<file path="src/rtl/loader_pkg.sv">
// Shared types and constants for the UART-to-instruction-memory loader.
package loader_pkg;

   typedef enum logic [1:0] {
      COLLECT = 2'd0,
      WRITE   = 2'd1,
      DONE    = 2'd2
   } loader_state_t;

   localparam int BYTES_PER_WORD     = 4;
   localparam int LANE_W             = $clog2(BYTES_PER_WORD);
   localparam int DEF_TIMEOUT_CYCLES = 500_000;

   function automatic logic [31:0] insert_byte(
      input logic [31:0]       w,
      input logic [LANE_W-1:0] lane,
      input logic [7:0]        b
   );
      logic [31:0] r;
      r = w;
      r[{lane, 3'b000} +: 8] = b;
      return r;
   endfunction

endpackage

</file>
<file path="src/rtl/byte_packer.sv">
// Little-endian byte lane collector with clear and load controls.
module byte_packer
   import loader_pkg::*;
(
   input  logic              clk,
   input  logic              rst_i,
   input  logic              clr_i,
   input  logic              load_i,
   input  logic [7:0]        byte_i,
   output logic [LANE_W-1:0] lane_o,
   output logic [31:0]       word_o
);

   logic [LANE_W-1:0] lane_q, lane_d;
   logic [31:0]       word_q, word_d;

   // clr and load together start a fresh word with this byte in lane 0
   always_comb begin
      lane_d = lane_q;
      word_d = word_q;
      if (clr_i) begin
         lane_d = '0;
         word_d = '0;
      end
      if (load_i) begin
         word_d = insert_byte(word_d, lane_d, byte_i);
         lane_d = lane_d + LANE_W'(1);
      end
   end

   always_ff @(posedge clk) begin
      if (rst_i) begin
         lane_q <= '0;
         word_q <= '0;
      end else begin
         lane_q <= lane_d;
         word_q <= word_d;
      end
   end

   assign lane_o = lane_q;
   assign word_o = word_q;

endmodule

</file>
<file path="src/rtl/imem_uart_loader.sv">
// Packs UART bytes into 32-bit words and writes them to instruction memory.
module imem_uart_loader
   import loader_pkg::*;
#(
   parameter int NUM_WORDS      = 64,
   parameter int ADDR_W         = 6,
   parameter int TIMEOUT_CYCLES = DEF_TIMEOUT_CYCLES
) (
   input  logic              clk,
   input  logic              rst_n,
   input  logic [7:0]        rx_data,
   input  logic              rx_valid,
   output logic              imem_we,
   output logic [ADDR_W-1:0] imem_addr,
   output logic [31:0]       imem_wdata,
   output logic [ADDR_W:0]   words_loaded,
   output logic              load_done,
   output logic              frame_err
);

   localparam int TO_W = $clog2(TIMEOUT_CYCLES) + 1;
   localparam logic [TO_W-1:0]   TO_LAST   = TO_W'(TIMEOUT_CYCLES - 1);
   localparam logic [ADDR_W:0]   CNT_LAST  = (ADDR_W + 1)'(NUM_WORDS - 1);
   localparam logic [LANE_W-1:0] LANE_LAST = LANE_W'(BYTES_PER_WORD - 1);

   loader_state_t     state_q, state_d;
   logic [ADDR_W:0]   cnt_q, cnt_d;
   logic [ADDR_W-1:0] addr_q, addr_d;
   logic [31:0]       wdata_q, wdata_d;
   logic [TO_W-1:0]   to_q, to_d;
   logic              ferr_q, ferr_d;
   logic              pk_clr, pk_load;
   logic [LANE_W-1:0] lane;
   logic [31:0]       word;

   byte_packer u_packer (
      .clk    (clk),
      .rst_i  (rst_n),
      .clr_i  (pk_clr),
      .load_i (pk_load),
      .byte_i (rx_data),
      .lane_o (lane),
      .word_o (word)
   );

   always_comb begin
      state_d = state_q;
      cnt_d   = cnt_q;
      addr_d  = addr_q;
      wdata_d = wdata_q;
      to_d    = '0;
      ferr_d  = ferr_q;
      pk_clr  = 1'b0;
      pk_load = 1'b0;
      unique case (state_q)
         COLLECT: begin
            pk_load = rx_valid;
            if (rx_valid) begin
               if (lane == LANE_LAST) begin
                  state_d = WRITE;
                  addr_d  = cnt_q[ADDR_W-1:0];
                  wdata_d = insert_byte(word, lane, rx_data);
               end
            end else if (lane != '0) begin
               // stalled mid-word: drop the partial word
               if (to_q == TO_LAST) begin
                  pk_clr = 1'b1;
                  ferr_d = 1'b1;
               end else begin
                  to_d = to_q + TO_W'(1);
               end
            end
         end
         WRITE: begin
            cnt_d  = cnt_q + (ADDR_W + 1)'(1);
            pk_clr = 1'b1;
            if (cnt_q == CNT_LAST) begin
               state_d = DONE;
            end else begin
               state_d = COLLECT;
               pk_load = rx_valid;
            end
         end
         DONE: begin
         end
         default: state_d = COLLECT;
      endcase
   end

   always_ff @(posedge clk) begin
      if (rst_n) begin
         state_q <= COLLECT;
         cnt_q   <= '0;
         addr_q  <= '0;
         wdata_q <= '0;
         to_q    <= '0;
         ferr_q  <= 1'b0;
      end else begin
         state_q <= state_d;
         cnt_q   <= cnt_d;
         addr_q  <= addr_d;
         wdata_q <= wdata_d;
         to_q    <= to_d;
         ferr_q  <= ferr_d;
      end
   end

   assign imem_we      = (state_q == WRITE);
   assign imem_addr    = addr_q;
   assign imem_wdata   = wdata_q;
   assign words_loaded = cnt_q;
   assign load_done    = (state_q == DONE);
   assign frame_err    = ferr_q;

endmodule

</file>
<file path="config.mk">
export PLATFORM = sky130hd
export DESIGN_NAME = imem_uart_loader
export DESIGN_NICKNAME = d
export VERILOG_FILES = /design/src/rtl/loader_pkg.sv /design/src/rtl/byte_packer.sv /design/src/rtl/imem_uart_loader.sv
export SDC_FILE = /design/constraint.sdc
export NUM_CORES = 1
export LEC_CHECK = 0
export ABC_CLOCK_PERIOD_IN_PS = 4600
export BUFFER_PORTS_ARGS = -buffer_cell sky130_fd_sc_hd__buf_4
export CAP_MARGIN = 20
export CORE_UTILIZATION = 60
export CTS_CLUSTER_DIAMETER = 60
export DETAILED_ROUTE_END_ITERATION = 10
export MAX_ROUTING_LAYER = met4
export PLACE_DENSITY_LB_ADDON = 0.25
export SYNTH_ARGS = -nofsm -noshare
export SYNTH_HDL_FRONTEND = slang
export SYNTH_SLANG_ARGS = --single-unit
</file>
<file path="constraint.sdc">
create_clock -name clk -period 4.6 [get_ports clk]
set_clock_uncertainty 0.2 [all_clocks]
set_input_delay 0.23 -clock clk [delete_from_list [all_inputs] [get_ports clk]]
set_output_delay 0.23 -clock clk [all_outputs]
set_load 0.01 [all_outputs]
</file>
# Word level (Yosys, flattened, before mapping)
# Index checks and enable logic that the tools add are counted.
# Widths: inputs -> output; s select.
# word_totals
reg_bits	102
input_bits	11
output_inout_bits	48
# op_classes
addsub	5
eq_ne	7
n_shift	4
muxes	16
n_bitwise	4
reduce_logical	6
# op_table
cell	count
$bwmux 32	2
$mux 32	2
$shift 8x7->32 const A	2
$shiftx 8x7->32	2
$add 20x1->20 const B	1
$eq 20x19->1 const B	1
$neg 5->7	2
$mux 2	5
$add 7x1->7 const B	1
$eq 7x6->1 const B	1
$pmux 2 s3	1
$reduce_and 3->1	2
$reduce_or 5->1	1
$eq 2x2->1 const B	2
$mux 1	4
$ne 2x2->1 const B	2
$not 1->1	4
$pmux 1 s2	2
$reduce_and 4->1	1
$add 2x1->2 const B	1
$eq 2x1->1 const B	1
$logic_not 2->1	1
$reduce_bool 2->1	1

# Longest topological paths before layout
# logic_depth
depth_word	10
ltp_mapped	13

# By module
# From an unflattened synthesis, not the netlist that was laid out.
# unflattened
cells_unflattened	460
hier_area_um2	4265.3
# modules_own_cells
module	n_inst	cells_per_inst	area_per_inst_um2
imem_uart_loader	1	336	2964.1
byte_packer	1	124	1301.2

# Least setup slack after synthesis
# No wires, ideal clock.
# synth_timing
path_type	register -> register
startpoint	reg to_q[0]
endpoint	reg u_packer.word_q[23] (netlist: u_packer.word_o[23])
setup_time_ps	59
arrival_time_ps	2465
required_ps	4341
path_slack_ps	1876
stages_incl_launch_ff	12
path_buffers	1
synth_period_minus_slack_ps	2724
path_cell_list	dfxtp_1 > ha_1 > and4_4 > buf_6 > and3_4 > and2_4 > or3_4 > ha_1 > nor2_1 > nand4_1 > nor2_8 > a22o_1
# synth_between
elab_chain_cells	10
# synth_rtl
item	line	text
start: declaration	imem_uart_loader.sv:30	logic [TO_W-1:0] to_q, to_d;
start signal: assignment	imem_uart_loader.sv:103	to_q <= to_d;
$eq 20x19->1 (*)	imem_uart_loader.sv:66	if (to_q == TO_LAST) begin
$mux 1 (*)	imem_uart_loader.sv:66	
$mux 1 (*)	imem_uart_loader.sv:64	end else if (lane != '0) begin
$mux 1 (*)	imem_uart_loader.sv:58	if (rx_valid) begin
$pmux 1 s2 (*)	imem_uart_loader.sv:55	unique case (state_q)
$mux 2	byte_packer.sv:21	if (clr_i) begin
$neg 5->7	loader_pkg.sv:21	r[{lane, 3'b000} +: 8] = b;
$shiftx 8x7->32 or $shift 8x7->32 (tied branches)	loader_pkg.sv:21	
$bwmux 32	loader_pkg.sv:21	
$mux 32 (*)	byte_packer.sv:25	if (load_i) begin
end signal: assignment	byte_packer.sv:37	word_q <= word_d;
end: declaration	byte_packer.sv:15	logic [31:0] word_q, word_d;
# Mark *: on every way between the ends. The rest lies on a longest branch, timed or not.
# A chain may end at the register's enable or synchronous reset.

# Worst setup path after layout
# layout_timing
startpoint	reg u_packer.lane_q[0] (netlist: u_packer.lane_o[0])
endpoint	reg u_packer.word_q[8] (netlist: u_packer.word_o[8])
# layout_between
elab_chain_cells	9
# layout_rtl
item	line	text
start: declaration	byte_packer.sv:14	logic [LANE_W-1:0] lane_q, lane_d;
start signal: assignment	byte_packer.sv:36	lane_q <= lane_d;
$reduce_bool 2->1	imem_uart_loader.sv:64	
$mux 1	imem_uart_loader.sv:64	
$mux 1	imem_uart_loader.sv:58	
$pmux 1 s2	imem_uart_loader.sv:55	
$mux 2	byte_packer.sv:21	
$neg 5->7	loader_pkg.sv:21	
$shiftx 8x7->32 or $shift 8x7->32 (tied branches)	loader_pkg.sv:21	
$bwmux 32	loader_pkg.sv:21	
$mux 32 (*)	byte_packer.sv:25	
# Marked as above.

==> impl_results.md <==
* Count of buffers added by post-CTS timing repair for setup at 0
* Placer's final routability congestion estimate at ~0.9
* Number of buffers added on ports at just under 60
* Area fraction of the dominant cell type after synthesis at 0.4695
* Finished Core Util at 0.7341
* Via/cell ratio at slightly below 6
* Source of the worst register-to-register timing path: u_packer.lane_o[0]
* Fin crit share at 0.7800
* Detailed-router iteration count before antenna repair at 5
* Number of flops mapped to enable cells by yosys at 0
* R2r worst-path depth at 12
* Total clock buffers created by CTS at 9
* Most instantiated flip-flop cell in the synthesis netlist: sky130_fd_sc_hd__dfxtp_1
* Count of final setup violators at 0
* Xor/xnor cell area share of the yosys netlist at 0.04632
* DR DRC count at 0
* Fin cells at ~620
* Area share of fa/ha/maj cells after synthesis at 0.03452
* Starting density of the core at 0.6297
* Number of antenna repair diodes at 0
* Transition at the pin with the smallest max-transition slack at ~1 ns
* DIE AREA at ~7600 um2
* Number of nets in the synthesized netlist at roughly 490
* Number of library cell types mapped by synthesis at 50
* Count of boundary I/O pins at between 50 and 60
* Core area at slightly below 7000 um2
* Number of placement rows at 30
* Commonest non-fill, non-tap cell in the layout: sky130_fd_sc_hd__dfxtp_1
* Nature of the critical path endpoint: flip-flop
* Clock tree from TritonCTS: done
* Run status: completed
* Register bit total from synthesis at 102
* Worst reg2reg setup slack at about 1.0 ns
* Maximum number of pins on one net before global-route repair at 70
* CTS root buf: sky130_fd_sc_hd__clkbuf_8
* Clock sink count at 102
* Compound-gate portion of the synthesized area at 0.1556
* Number of levels the H-tree was split into at 3
* Max Clk Rate at around 0.28 GHz
* Commonest cells after routing, fill and taps aside: 102 x sky130_fd_sc_hd__dfxtp_1, 65 x sky130_fd_sc_hd__nor2_1, 60 x sky130_fd_sc_hd__buf_4
* Largest fanout of any net on the critical path at 20
* Longest Clk Path Bufs at 2
* VDD IR max at roughly 210 uV
* Worst slew margin at 0.3385
* Final-report hold violation count at 0
* Worst Hold Path EP: u_packer.word_o[26]
* Average instance area after synthesis at 9.353 um2
* Antenna violations before repair at 0
* Clock transition at the registers of the reported paths at ~0.090 ns
* Tmin final at 3.588 ns
* Height of the die at slightly below 90 um
* Unrepaired setup endpoints after global routing: no
* Dpl hpwl at slightly below 7 mm
* Chain of cells forming the critical path: inv_1, ha_1, nor4_2, and3_1, and2_4, or3_4, ha_1, inv_1, a211oi_1, a311oi_2, nand2_1, o21ai_0
* Warnings from Yosys at 0
* Setup_tns at 0 ns
* Final net count at 541
* DRT Wirelength at 10.04 mm
* Ranking of synthesized cells by area: sky130_fd_sc_hd__dfxtp_1 47%, sky130_fd_sc_hd__nor2_1 5.6%, sky130_fd_sc_hd__a221oi_1 4.8%
* Cell with the largest stage delay on the worst path: sky130_fd_sc_hd__ha_1
* Largest area contributor in the synthesized netlist: sky130_fd_sc_hd__dfxtp_1
* Total gr overflow at 0
* Total vias in the final route at 3675
* Data arrival at the endpoint of the critical path at 3.67 ns
* Sequential fraction of the synthesis area at 0.4695
* Area overhead of the layout relative to synthesis at 16.57%
* Pwr/cell area at ~320 nW/um2
* Width of the die at 87.14 um
* Routed WL per cell at 16.22 um
* Resize count post-CTS at 0
* Worst min path class: input port to flip-flop
* Summed instance area of the synthesized netlist at between 4000 and 5000 um2
* Insertion delay to the later sink of the worst-skew pair at between 0.3 and 0.4 ns
* Crit path kind: flip-flop to flip-flop
* Instance count along the most critical hold path at 3
* Delay-heaviest family, CP: simple AND/OR/NAND/NOR gates
* Global router's overall resource usage at 0.2920
* Delay of the slowest critical-path stage at 0.70 ns
* Worst EP required at ~4.7 ns
* Vias in the first global route at between 3000 and 4000
* Launch instance of the worst min-delay path: rx_data[2]
* Simple-gate share of the synthesized area at 0.2604
* CP startpoint kind: flip-flop
* Detailed router's first-iteration violation count at between 200 and 300
* Total placed cells including tap cells at 599
* Number of violations of the max-capacitance limit at 0
* Number of fill cells at ~560
* Mux cell area share after synthesis at 0
* Count of buffering cells on the critical path with inverters included at 2
* Max-slew violation count at 0
* Share of layout cells above drive strength 1 at 0.1816
* Number of standard cells after synthesis at around 470
* Largest family of logic cells by synthesized area: simple AND/OR/NAND/NOR gates
* Leakage power summed over all cells at slightly below 2 nW
* Global-route wire length before repair at about 17 mm
* Share of flip-flops with an asynchronous set or reset after synthesis at 0
* Post-DRT Antenna Nets at 0
* Reg-to-reg critical path endpoint: u_packer.word_o[8]
-- metrics by stage --
stage	total power, mW	hold slack [ns]	cell area (um2)	setup slack [ns]
4_1_cts	1.633	0.001304	5059	1.055
3_3_place_gp	1.064	0.2356	4827	1.368
3_5_place_dp	1.071	0.2438	4827	1.140
6_report	1.632	0.01149	5070	1.012
5_1_grt	1.692	0.006181	5070	0.6642
2_1_floorplan	1.024	0.1937	4349	1.876
-- synth_stat cells, types with 12 or more instances --
cell type                    n
sky130_fd_sc_hd__dfxtp_1   102
sky130_fd_sc_hd__nor2_1     65
sky130_fd_sc_hd__nor3_1     35
sky130_fd_sc_hd__nand2_1    31
sky130_fd_sc_hd__a221oi_1   24
sky130_fd_sc_hd__xor2_1     17
sky130_fd_sc_hd__a22o_1     16
sky130_fd_sc_hd__nor2b_1    16
sky130_fd_sc_hd__clkbuf_1   15
sky130_fd_sc_hd__ha_1       12
sky130_fd_sc_hd__nand3_1    12
-- layer usage --
| metal | wire length [um] | track usage | up-vias |
|---|---|---|---|
| met2 | 4951 | 0.4775 | 120 |
| met1 | 4352 | 0.3610 | 1760 |
| met4 | 220 | 0.09240 | 0 |
| met5 | 0 | - | - |
| met3 | 514 | 0.06445 | 14 |
| li1 | - | - | 1781 |
-- where the power goes --
group	total (mW)	switching [mW]	internal, mW
logic	0.152	0.100	0.0519
clock network	0.577	0.296	0.281
registers	0.904	0.00894	0.895
total	1.63	0.404	1.23
-- flip-flops by register name, summed over array words and instances (netlist names) --
signal,flops
u_packer.lane_o,2
words_loaded,7
imem_addr,6
state_q,2
frame_err,1
u_packer.word_o,32
to_q,20
imem_wdata,32
-- tightest hold or removal path, delay by kind of cell --
| kind | cells | cell delay (ns) |
|---|---|---|
| AO/OA/AOI/OAI | 1 | 0.06 |
| buffers and inverters | 1 | 0.14 |
| AND/OR/NAND/NOR | 1 | 0.11 |
-- cell families after synthesis --
group	Yosys count
and+or+nand+nor	211
buffers and inverters	33
xor gates and xnor gates	23
adders and majority gates	12
AOI/OAI and AO/OA	84
DFF	102
-- repair_timing --
action / CTS / global route
setup endpoints to repair: 0 / 0
hold buffers: 3 / 0
hold endpoints to repair: 3 / 0
-- layout make-up --
type,count,area (um2),area share
timing repair buffer,64,491.7,0.09699
clock inverter,3,42.54,0.008391
sequential,102,2042,0.4028
multi-input combinational,330,2166,0.4272
tap,96,120.1,0.02369
clock buffer,13,158.9,0.03134
inverter,11,48.80,0.009625
-- how the worst max path moves through the flow --
stage	from	end	slack (ns)	depth (start not counted)
3_5_place_dp	u_packer.lane_o[0]	u_packer.word_o[10]	1.14	12
3_3_place_gp	u_packer.lane_o[0]	u_packer.word_o[23]	1.37	11
6_report	u_packer.lane_o[0]	u_packer.word_o[8]	1.01	12
4_1_cts	u_packer.lane_o[0]	u_packer.word_o[8]	1.05	12
2_1_floorplan	to_q[0]	u_packer.word_o[23]	1.88	11
5_1_grt	u_packer.lane_o[0]	u_packer.word_o[15]	0.66	13
Note: power is estimated with default switching activity, not from simulation.
